<file path="src/rtl/dcm_prog_pkg.sv">
// Shared types and constants for the DCM_CLKGEN M/D reprogramming controller.
// Commands go out LSB first as {value[7:0], cmd[1:0]}.
package dcm_prog_pkg;

    typedef enum logic [3:0] {
        INIT,
        IDLE,
        LOAD_D,
        GAP1,
        LOAD_M,
        GAP2,
        GO,
        WAIT_DONE,
        WAIT_LOCK
    } state_e;

    localparam logic [1:0] CMD_LOADD = 2'b01;
    localparam logic [1:0] CMD_LOADM = 2'b11;
    localparam logic [3:0] SHIFT_LEN = 4'd10;

    function automatic logic [9:0] cmd_word(input logic [7:0] val,
                                            input logic [1:0] cmd);
        return {val, cmd};
    endfunction

endpackage

</file>
<file path="src/rtl/dcm_clkgen_prog.sv">
// DCM_CLKGEN serial M/D reprogramming: LoadD, LoadM, Go, then wait for
// PROGDONE and LOCKED before re-enabling the BUFGCE of the generated clock.
module dcm_clkgen_prog
    import dcm_prog_pkg::*;
#(
    parameter int unsigned TIMEOUT = 65535
) (
    input  logic       clk,
    input  logic       rst_n,
    input  logic       start_i,
    input  logic [7:0] m_minus1_i,
    input  logic [7:0] d_minus1_i,
    output logic       busy_o,
    output logic       done_o,
    output logic       err_o,
    output logic       progen_o,
    output logic       progdata_o,
    input  logic       progdone_i,
    input  logic       locked_i,
    output logic       ce_o
);

    localparam logic [15:0] TMO_LAST = 16'(TIMEOUT - 1);

    state_e      state_q, state_d;
    logic [9:0]  sh_q, sh_d;
    logic [3:0]  cnt_q, cnt_d;
    logic [15:0] tmo_q, tmo_d;
    logic [7:0]  m_q, m_d;
    logic        busy_q, busy_d;
    logic        done_q, done_d;
    logic        err_q, err_d;
    logic        progen_q, progen_d;
    logic        progdata_q, progdata_d;
    logic        ce_q, ce_d;
    logic [9:0]  word;

    always_ff @(posedge clk or negedge rst_n) begin
        if (!rst_n) begin
            state_q    <= INIT;
            sh_q       <= '0;
            cnt_q      <= '0;
            tmo_q      <= '0;
            m_q        <= '0;
            busy_q     <= 1'b1;
            done_q     <= 1'b0;
            err_q      <= 1'b0;
            progen_q   <= 1'b0;
            progdata_q <= 1'b0;
            ce_q       <= 1'b0;
        end else begin
            state_q    <= state_d;
            sh_q       <= sh_d;
            cnt_q      <= cnt_d;
            tmo_q      <= tmo_d;
            m_q        <= m_d;
            busy_q     <= busy_d;
            done_q     <= done_d;
            err_q      <= err_d;
            progen_q   <= progen_d;
            progdata_q <= progdata_d;
            ce_q       <= ce_d;
        end
    end

    always_comb begin
        state_d    = state_q;
        sh_d       = sh_q;
        cnt_d      = cnt_q;
        tmo_d      = tmo_q;
        m_d        = m_q;
        done_d     = 1'b0;
        err_d      = 1'b0;
        progen_d   = 1'b0;
        progdata_d = 1'b0;
        ce_d       = ce_q;
        word       = '0;
        unique case (state_q)
            INIT: begin
                if (locked_i) begin
                    ce_d    = 1'b1;
                    state_d = IDLE;
                end
            end
            IDLE: begin
                if (ce_q && !locked_i) begin
                    ce_d    = 1'b0;
                    state_d = INIT;
                end else if (start_i) begin
                    if (m_minus1_i == 8'd0) begin
                        err_d = 1'b1;
                    end else begin
                        word       = cmd_word(d_minus1_i, CMD_LOADD);
                        m_d        = m_minus1_i;
                        ce_d       = 1'b0;
                        progen_d   = 1'b1;
                        progdata_d = word[0];
                        sh_d       = word >> 1;
                        cnt_d      = 4'd1;
                        state_d    = LOAD_D;
                    end
                end
            end
            LOAD_D, LOAD_M: begin
                if (cnt_q == SHIFT_LEN) begin
                    state_d = (state_q == LOAD_D) ? GAP1 : GAP2;
                end else begin
                    progen_d   = 1'b1;
                    progdata_d = sh_q[0];
                    sh_d       = sh_q >> 1;
                    cnt_d      = cnt_q + 4'd1;
                end
            end
            GAP1: begin
                word       = cmd_word(m_q, CMD_LOADM);
                progen_d   = 1'b1;
                progdata_d = word[0];
                sh_d       = word >> 1;
                cnt_d      = 4'd1;
                state_d    = LOAD_M;
            end
            GAP2: begin
                progen_d = 1'b1;
                state_d  = GO;
            end
            GO: begin
                tmo_d   = '0;
                state_d = WAIT_DONE;
            end
            WAIT_DONE, WAIT_LOCK: begin
                tmo_d = tmo_q + 16'd1;
                // PROGDONE is stale for two cycles after Go
                if (tmo_q == TMO_LAST) begin
                    err_d   = 1'b1;
                    state_d = IDLE;
                end else if (state_q == WAIT_DONE) begin
                    if (progdone_i && tmo_q >= 16'd2) state_d = WAIT_LOCK;
                end else if (locked_i) begin
                    ce_d    = 1'b1;
                    done_d  = 1'b1;
                    state_d = IDLE;
                end
            end
            default: state_d = INIT;
        endcase
        busy_d = (state_d != IDLE);
    end

    assign busy_o     = busy_q;
    assign done_o     = done_q;
    assign err_o      = err_q;
    assign progen_o   = progen_q;
    assign progdata_o = progdata_q;
    assign ce_o       = ce_q;

endmodule

</file>
<file path="config.mk">
export PLATFORM = sky130hd
export DESIGN_NAME = dcm_clkgen_prog
export DESIGN_NICKNAME = d
export VERILOG_FILES = /design/src/rtl/dcm_prog_pkg.sv /design/src/rtl/dcm_clkgen_prog.sv
export SDC_FILE = /design/constraint.sdc
export NUM_CORES = 1
export LEC_CHECK = 0
export CORE_MARGIN = 1
export CORE_UTILIZATION = 51
export CTS_CLUSTER_SIZE = 20
export DETAILED_ROUTE_END_ITERATION = 16
export PLACE_DENSITY_LB_ADDON = 0.08
export SLEW_MARGIN = 10
export SYNTH_ARGS = -nofsm -noshare
export SYNTH_HDL_FRONTEND = slang
export SYNTH_SLANG_ARGS = --single-unit
</file>
<file path="constraint.sdc">
create_clock -name clk -period 1.85 [get_ports clk]
set_input_delay 0.555 -clock clk [delete_from_list [all_inputs] [get_ports clk]]
set_output_delay 0.555 -clock clk [all_outputs]
set_load 0.1 [all_outputs]
</file>
==> qor.tcl, run 1 <==
set qor(grt.overflow.total) 0
set qor(flip_flop_and_latch_count_after_synthesis) 47
set qor(post_synth_instance_area_mm2) 0.00256
set qor(clock_root_buffer) {sky130_fd_sc_hd__clkbuf_8}
set qor(syn-num-nets) 261
set qor(timing.fmax_mhz) 528
set qor(crit_arrival_ns) 2.11
set qor(pre_cts_ws_ns) -0.542
set qor(ctsLongestPathBuffers) 2
set qor(hold_slack_ns) 0.206
set qor(port_buffers) 26
set qor(avgViaCountPerCell) 5.82
set qor(postRouteAntennaNets) 0
set qor(setup_slack_ns) -0.0439
set qor(timing.critical_path.from) {state_q[2]$_DFF_PN0_}
set qor(grt_first_pass_wirelength_mm) 11.1
set qor(antenna_cells) 0
set qor(core-area_mm2) 0.00479
set qor(dp_hpwl_mm) 4.42
set qor(timing.max_slew.rel_slack) 0.726
set qor(maxSlewViolCount) 0
set qor(total_leakage_power_uw) 0.00181
set qor(antenna_found_initial) 0
set qor(rr_worst_depth) 6
set qor(rsz_0062_raised_after_global_routing) {true}
set qor(finalInstanceArea_mm2) 0.00377
set qor(hold_buffers) 0
set qor(initialDrtViolationCount) 186
set qor(synth.avg_cell_area_um2) 10.9
set qor(first_global_vias) 2320
set qor(instance_area_after_placement_mm2) 0.00335
set qor(dr.pass1.iters) 4
set qor(most_area_consuming_cells_after_synthesis) {sky130_fd_sc_hd__dfrtp_1 45%, sky130_fd_sc_hd__mux2_2 6.1%, sky130_fd_sc_hd__mux2i_1 3.9%}
set qor(cell_variety_after_synth) 57
set qor(cts_tree) {built}
set qor(hp-class) {in -> async}
set qor(reg2reg_slack_ns) -0.04
set qor(initial_core_util) 0.536
set qor(max_cap_violations) 0
set qor(endpoint) {m_q[4]$_DFFE_PN0P_}
set qor(pin_slew_with_the_least_headroom_to_its_limit_ns) 0.412
set qor(pin_count) 27
set qor(timing.clock.skew_ns) 0.0122
set qor(layout_min_cycle_time_ns) 1.89
set qor(setup_violations) 13
set qor(layout_cells_sized_above_1) 0.415
set qor(period_utilisation_layout) 1.02
set qor(finalWirelength_mm) 6.78
set qor(ys.warnings.count) 0
set qor(syn_to_final_growth_pct) 46.9
set qor(pin_count_of_the_biggest_net_entering_global_routing) 48
set qor(ys_async_sr_fraction) 1.00
set qor(worst_setup_hold_path_clk_slew_ns) 0.10
set qor(die-width_um) 72.9
set qor(finalWeightedCongestion) 0.809
set qor(clock_sinks) 47
set qor(die_h_um) 72.9
set qor(num_vias) 2300
set qor(timing.critical_path.from_type) {register}
set qor(tns_ns) -0.276
set qor(detail_route.drc_violations) 0
set qor(row_count) 25
set qor(worstPathMaxFanout) 8
set qor(crit_required_ns) 2.06
set qor(outcome) {finished, violations left}
set qor(ys_seq_area_frac) 0.459
set qor(dieArea_mm2) 0.00531
set qor(yosysTopAreaCellShare) 0.449
set qor(nNetsFinal) 352
set qor(synth_cells) 236
set qor(wire_per_inst_um) 17.2
set qor(source_to_sink_clock_delay_at_the_later_pin_of_the_worst_skew_pair_ns) 0.32
set qor(criticalPathCategory) {reg -> reg}
set qor(synth_largest_area_cell) {sky130_fd_sc_hd__dfrtp_1}
set qor(track_usage) 0.276
set qor(tritoncts.num_buffers) 5
set qor(failed_checks) {negative setup slack}
set qor(postSynth.topFlopCell) {sky130_fd_sc_hd__dfrtp_1}
set qor(reg2reg_to) {m_q[4]$_DFFE_PN0P_}
set qor(power_per_cell_area_mw_per_mm2) 1590
set qor(rr_startpoint) {state_q[2]$_DFF_PN0_}
set qor(timing.final.hold_violations) 0
set qor(worst_setup_path_end_kind) {register}
set qor(cts_max_level) 2
set qor(synth-edff-count) 0
set qor(peakVddDrop_uv) 862
cells in the final DEF (no fill, tap or decap), types with 3 or more instances in the layout:
cell / instances
sky130_fd_sc_hd__nand2_1: 24
sky130_fd_sc_hd__nand3_1: 12
sky130_fd_sc_hd__buf_4: 59
sky130_fd_sc_hd__a221o_1: 7
sky130_fd_sc_hd__or4_1: 4
sky130_fd_sc_hd__o21ai_0: 3
sky130_fd_sc_hd__or4_4: 3
sky130_fd_sc_hd__inv_1: 4
sky130_fd_sc_hd__dfrtp_1: 45
sky130_fd_sc_hd__nor3_1: 3
sky130_fd_sc_hd__mux2_4: 16
sky130_fd_sc_hd__a22o_1: 3
sky130_fd_sc_hd__and3_1: 10
sky130_fd_sc_hd__a21oi_1: 9
sky130_fd_sc_hd__buf_6: 6
sky130_fd_sc_hd__nor2_1: 8
sky130_fd_sc_hd__mux2i_1: 10
sky130_fd_sc_hd__nand4_1: 6
sky130_fd_sc_hd__clkbuf_8: 5
sky130_fd_sc_hd__buf_12: 9
sky130_fd_sc_hd__dlygate4sd2_1: 6
sky130_fd_sc_hd__clkdlybuf4s50_1: 11
area by class of cell:
cell class                 count  area [um^2]
clock buffer                   5         68.8
clock inverter                 3         27.5
fill                         313         1020
inverter                       6         22.5
multi-input combinational    173         1510
sequential                    47         1180
tap                           67         83.8
timing repair buffer          94          878
worst min-delay path by stage:
stage,startpoint,to,slack [ns],cells past startpoint
finish,rst_n,tmo_q[5]$_DFFE_PN0P_,0.21,2
floorplan,rst_n,ce_o$_DFFE_PN0P_,0.26,0
global route,rst_n,tmo_q[5]$_DFFE_PN0P_,0.23,2
CTS,rst_n,tmo_q[15]$_DFFE_PN0P_,0.21,2
global placement,sh_q[7]$_DFFE_PN0P_,sh_q[7]$_DFFE_PN0P_,0.48,1
detailed placement,sh_q[7]$_DFFE_PN0P_,sh_q[7]$_DFFE_PN0P_,0.49,1
layer usage:
metal | share of wire | wire, um | global-route usage | vias to the layer above
met2 | 0.49 | 3330 | 0.447 | 57
met1 | 0.45 | 3060 | 0.383 | 1155
met4 | 0.014 | 97 | 0.0850 | 0
met5 | 0 | 0 | 0 | -
li1 | - | - | - | 1079
met3 | 0.042 | 282 | 0.0456 | 9
through the flow:
step           utilization  total power [uW]  std cells
2_1_floorplan            -              3450        236
3_3_place_gp         0.700              4390        373
3_5_place_dp         0.700              4440        373
4_1_cts              0.778              5870        396
5_1_grt              0.787              6320        395
6_report             0.787              5980        395
report_power, final:
| group | leakage (uW) | internal [uW] | switching [uW] |
|---|---|---|---|
| clock | 0.0000467 | 280 | 398 |
| sequential | 0.000602 | 1380 | 241 |
| combinational | 0.00116 | 1950 | 1720 |
| total | 0.00181 | 3620 | 2360 |
cell usage after synthesis, types with 2 or more instances:
| cell | instances |
|---|---|
| sky130_fd_sc_hd__nand2_1 | 24 |
| sky130_fd_sc_hd__and2_1 | 3 |
| sky130_fd_sc_hd__or4b_4 | 2 |
| sky130_fd_sc_hd__nor3_1 | 5 |
| sky130_fd_sc_hd__ha_1 | 4 |
| sky130_fd_sc_hd__xor2_1 | 3 |
| sky130_fd_sc_hd__or4_1 | 7 |
| sky130_fd_sc_hd__and3_1 | 11 |
| sky130_fd_sc_hd__nand3_1 | 12 |
| sky130_fd_sc_hd__buf_2 | 2 |
| sky130_fd_sc_hd__nand4_1 | 6 |
| sky130_fd_sc_hd__mux2i_1 | 10 |
| sky130_fd_sc_hd__dfrtp_1 | 46 |
| sky130_fd_sc_hd__buf_6 | 2 |
| sky130_fd_sc_hd__nor2_1 | 9 |
| sky130_fd_sc_hd__a31oi_1 | 2 |
| sky130_fd_sc_hd__a311o_1 | 2 |
| sky130_fd_sc_hd__nor4_1 | 2 |
| sky130_fd_sc_hd__mux2_4 | 3 |
| sky130_fd_sc_hd__o21ai_0 | 3 |
| sky130_fd_sc_hd__inv_1 | 6 |
| sky130_fd_sc_hd__o211ai_1 | 2 |
| sky130_fd_sc_hd__mux2_2 | 14 |
| sky130_fd_sc_hd__clkbuf_1 | 5 |
| sky130_fd_sc_hd__a21oi_1 | 11 |
| sky130_fd_sc_hd__a22o_1 | 3 |
| sky130_fd_sc_hd__a221o_1 | 7 |
flip-flops by register name, indices dropped and copies added, names as in the netlist:
| name | count |
|---|---|
| progdata_o | 1 |
| progen_o | 1 |
| ce_o | 1 |
| done_o | 1 |
| sh_q | 9 |
| tmo_q | 16 |
| cnt_q | 4 |
| state_q | 4 |
| m_q | 8 |
| busy_o | 1 |
| err_o | 1 |
worst max-delay path, cell delays in order (launching register included):
cell and delay, ns:
sky130_fd_sc_hd__dfrtp_1 0.40, sky130_fd_sc_hd__or4b_4 0.55, sky130_fd_sc_hd__nand2b_4 0.19, sky130_fd_sc_hd__buf_6 0.12, sky130_fd_sc_hd__nor2_4 0.09, sky130_fd_sc_hd__buf_12 0.14, sky130_fd_sc_hd__mux2_4 0.30
what timing repair did:
| item | CTS | global route |
|---|---|---|
| cloned | 1 | 0 |
| setup buffers | 14 | 2 |
| resized for setup | 38 | 20 |
| pin swaps | 19 | 9 |
| setup endpoints to repair | 32 | 34 |
cells by family after synthesis:
family | after synthesis | share of synthesized area
muxes | 27 | 0.118
and+or+nand+nor | 94 | 0.211
buffers and inverters | 16 | 0.0317
xor gates and xnor gates | 3 | 0.0103
DFF | 47 | 0.459
adders and majority gates | 5 | 0.0234
AOI/OAI and AO/OA | 44 | 0.146
No activity file was read; power rests on OpenSTA's default activity.
==> inputs of run 2 (changes only) <==
HOLD_SLACK_MARGIN = 0.02   (was unset)
RECOVER_POWER = 25   (was unset)
==> run 2 against run 1 <==
  * The flow still finishes with violations (negative setup slack)
  * Die area stayed put
  * Register-to-register slack about the same
  * Fmax is the same
  * Sequential share of layout area rose by 0.13 points
  * Critical path depth did not move
  * Critical endpoint unchanged
  * Flip-flop and latch count stayed put
  * Core utilization down 0.31 points
  * Global-route usage did not move
  * Hold slack better by 0.31 ns
  * Critical path type unchanged
  * Setup slack hardly changed
  * Wire length barely moved
  * Non-clock buffer count unchanged
==> qor.tcl, run 2 (same netlist as run 1, synthesis figures left out) <==
set qor(pin_slew_with_the_least_headroom_to_its_limit_ns) 1.16
set qor(hold_slack_ns) 0.512
set qor(worst_setup_hold_path_clk_slew_ns) 0.10
set qor(rsz_0062_raised_after_global_routing) {true}
set qor(criticalPathCategory) {reg -> reg}
set qor(crit_required_ns) 2.06
set qor(peakVddDrop_uv) 862
set qor(hold_buffers) 0
set qor(clock_root_buffer) {sky130_fd_sc_hd__clkbuf_8}
set qor(worst_setup_path_end_kind) {register}
set qor(pin_count) 27
set qor(pin_count_of_the_biggest_net_entering_global_routing) 48
set qor(hp-class) {reg -> reg}
set qor(crit_arrival_ns) 2.11
set qor(cts_max_level) 2
set qor(failed_checks) {negative setup slack}
set qor(max_cap_violations) 0
set qor(die-width_um) 72.9
set qor(timing.max_slew.rel_slack) 0.227
set qor(nNetsFinal) 352
set qor(outcome) {finished, violations left}
set qor(final.fill_count) 315
set qor(timing.final.hold_violations) 0
set qor(dp_hpwl_mm) 4.42
set qor(num_vias) 2298
set qor(postRouteAntennaNets) 0
set qor(timing.fmax_mhz) 528
set qor(wire_per_inst_um) 17.2
set qor(clock_sinks) 47
set qor(antenna_found_initial) 0
set qor(period_utilisation_layout) 1.02
set qor(source_to_sink_clock_delay_at_the_later_pin_of_the_worst_skew_pair_ns) 0.32
set qor(setup_slack_ns) -0.0439
set qor(layout_cells_sized_above_1) 0.415
set qor(timing.clock.skew_ns) 0.0122
set qor(dr.pass1.iters) 4
set qor(first_global_vias) 2320
set qor(timing.critical_path.from_type) {register}
set qor(grt_first_pass_wirelength_mm) 11.1
set qor(dieArea_mm2) 0.00531
set qor(finalWirelength_mm) 6.78
set qor(post-route-util) 0.784
set qor(initial_core_util) 0.536
set qor(finalWeightedCongestion) 0.809
set qor(row_count) 25
set qor(commonest_non_fill_non_tap_cells_in_the_layout) {59 x sky130_fd_sc_hd__buf_4, 45 x sky130_fd_sc_hd__dfrtp_1, 24 x sky130_fd_sc_hd__nand2_1}
set qor(grt.overflow.total) 0
set qor(setup_violations) 13
set qor(post_layout_nonfiller_instances) 395
set qor(layout_min_cycle_time_ns) 1.89
set qor(detail_route.drc_violations) 0
set qor(numPlacedInstances) 373
set qor(port_buffers) 26
set qor(syn_to_final_growth_pct) 46.3
set qor(maxSlewViolCount) 0
set qor(core-area_mm2) 0.00479
set qor(avgViaCountPerCell) 5.82
set qor(largest_register_ffs) 16
set qor(cts_tree) {built}
set qor(initialDrtViolationCount) 186
set qor(die_h_um) 72.9
set qor(largest_register) {tmo_q}
set qor(tritoncts.num_buffers) 5
set qor(power_per_cell_area_mw_per_mm2) 1590
set qor(ctsLongestPathBuffers) 2
set qor(final_common_cell) {sky130_fd_sc_hd__buf_4}
set qor(worstPathMaxFanout) 8
set qor(largest_registers) {tmo_q x16, sh_q x9, m_q x8}
set qor(track_usage) 0.276
set qor(total_leakage_power_uw) 0.00181
set qor(antenna_cells) 0
set qor(tns_ns) -0.276
-- run 2: what timing repair did --
item                       in CTS  in global routing
gates cloned                    1                  0
setup endpoints to repair      32                 34
buffers inserted               14                  2
resized for setup              38                 20
pin swaps                      19                  9
-- run 2: per-layer routing --
layer | wire, um | part of all wire | up-vias | GRT usage
li1 | - | - | 1080 | -
met1 | 3070 | 0.45 | 1152 | 0.383
met2 | 3330 | 0.49 | 57 | 0.447
met3 | 282 | 0.042 | 9 | 0.0456
met4 | 97 | 0.014 | 0 | 0.0850
met5 | 0 | 0 | - | 0
-- run 2: where the power goes --
part | internal [uW] | switching, uW | total (uW)
Clock | 280 | 398 | 679
Sequential | 1380 | 241 | 1620
Combinational | 1950 | 1720 | 3670
Total | 3610 | 2360 | 5970
-- run 2: layout make-up --
type,instances,area [um^2],share of cell area
multi-input cells,173,1510,0.402
flip-flops and latches,47,1180,0.314
repair buffers,94,863,0.230
well taps,67,83.8,0.0223
clock buffers,5,68.8,0.0183
clock inverters,3,27.5,0.00734
inverters,6,22.5,0.00600
-- run 2: worst paths after layout --
path	start	end	slack, ns	cells after the start
max in group asynchronous	rst_n	ce_o$_DFFE_PN0P_	0.53	2
min	sh_q[7]$_DFFE_PN0P_	sh_q[7]$_DFFE_PN0P_	0.51	1
max	state_q[2]$_DFF_PN0_	m_q[4]$_DFFE_PN0P_	-0.04	6
min in group asynchronous	rst_n	tmo_q[5]$_DFFE_PN0P_	0.54	2
min reg2reg	sh_q[7]$_DFFE_PN0P_	sh_q[7]$_DFFE_PN0P_	0.51	1
max reg2reg	state_q[2]$_DFF_PN0_	m_q[4]$_DFFE_PN0P_	-0.04	6
-- run 2: worst max-delay path, stage by stage, from the launching register on --
cell                       delay [ns]
sky130_fd_sc_hd__dfrtp_1         0.40
sky130_fd_sc_hd__or4b_4          0.55
sky130_fd_sc_hd__nand2b_4        0.19
sky130_fd_sc_hd__buf_6           0.12
sky130_fd_sc_hd__nor2_4          0.09
sky130_fd_sc_hd__buf_12          0.14
sky130_fd_sc_hd__mux2_4          0.30
-- run 2: metrics by stage --
stage	setup WS (ns)	total power [uW]	area [um^2]
floorplan	-0.105	3450	2580
global route	-0.112	6320	3750
CTS	-0.0868	5870	3720
detailed placement	-0.542	4440	3350
global placement	-0.499	4390	3350
finish	-0.0439	5970	3750
==> inputs of run 3 (changes only) <==
ABC_CLOCK_PERIOD_IN_PS = 1850   (was unset)
==> results of run 3 <==
The final DEF is identical to that of run 2; final timing and power are the same.
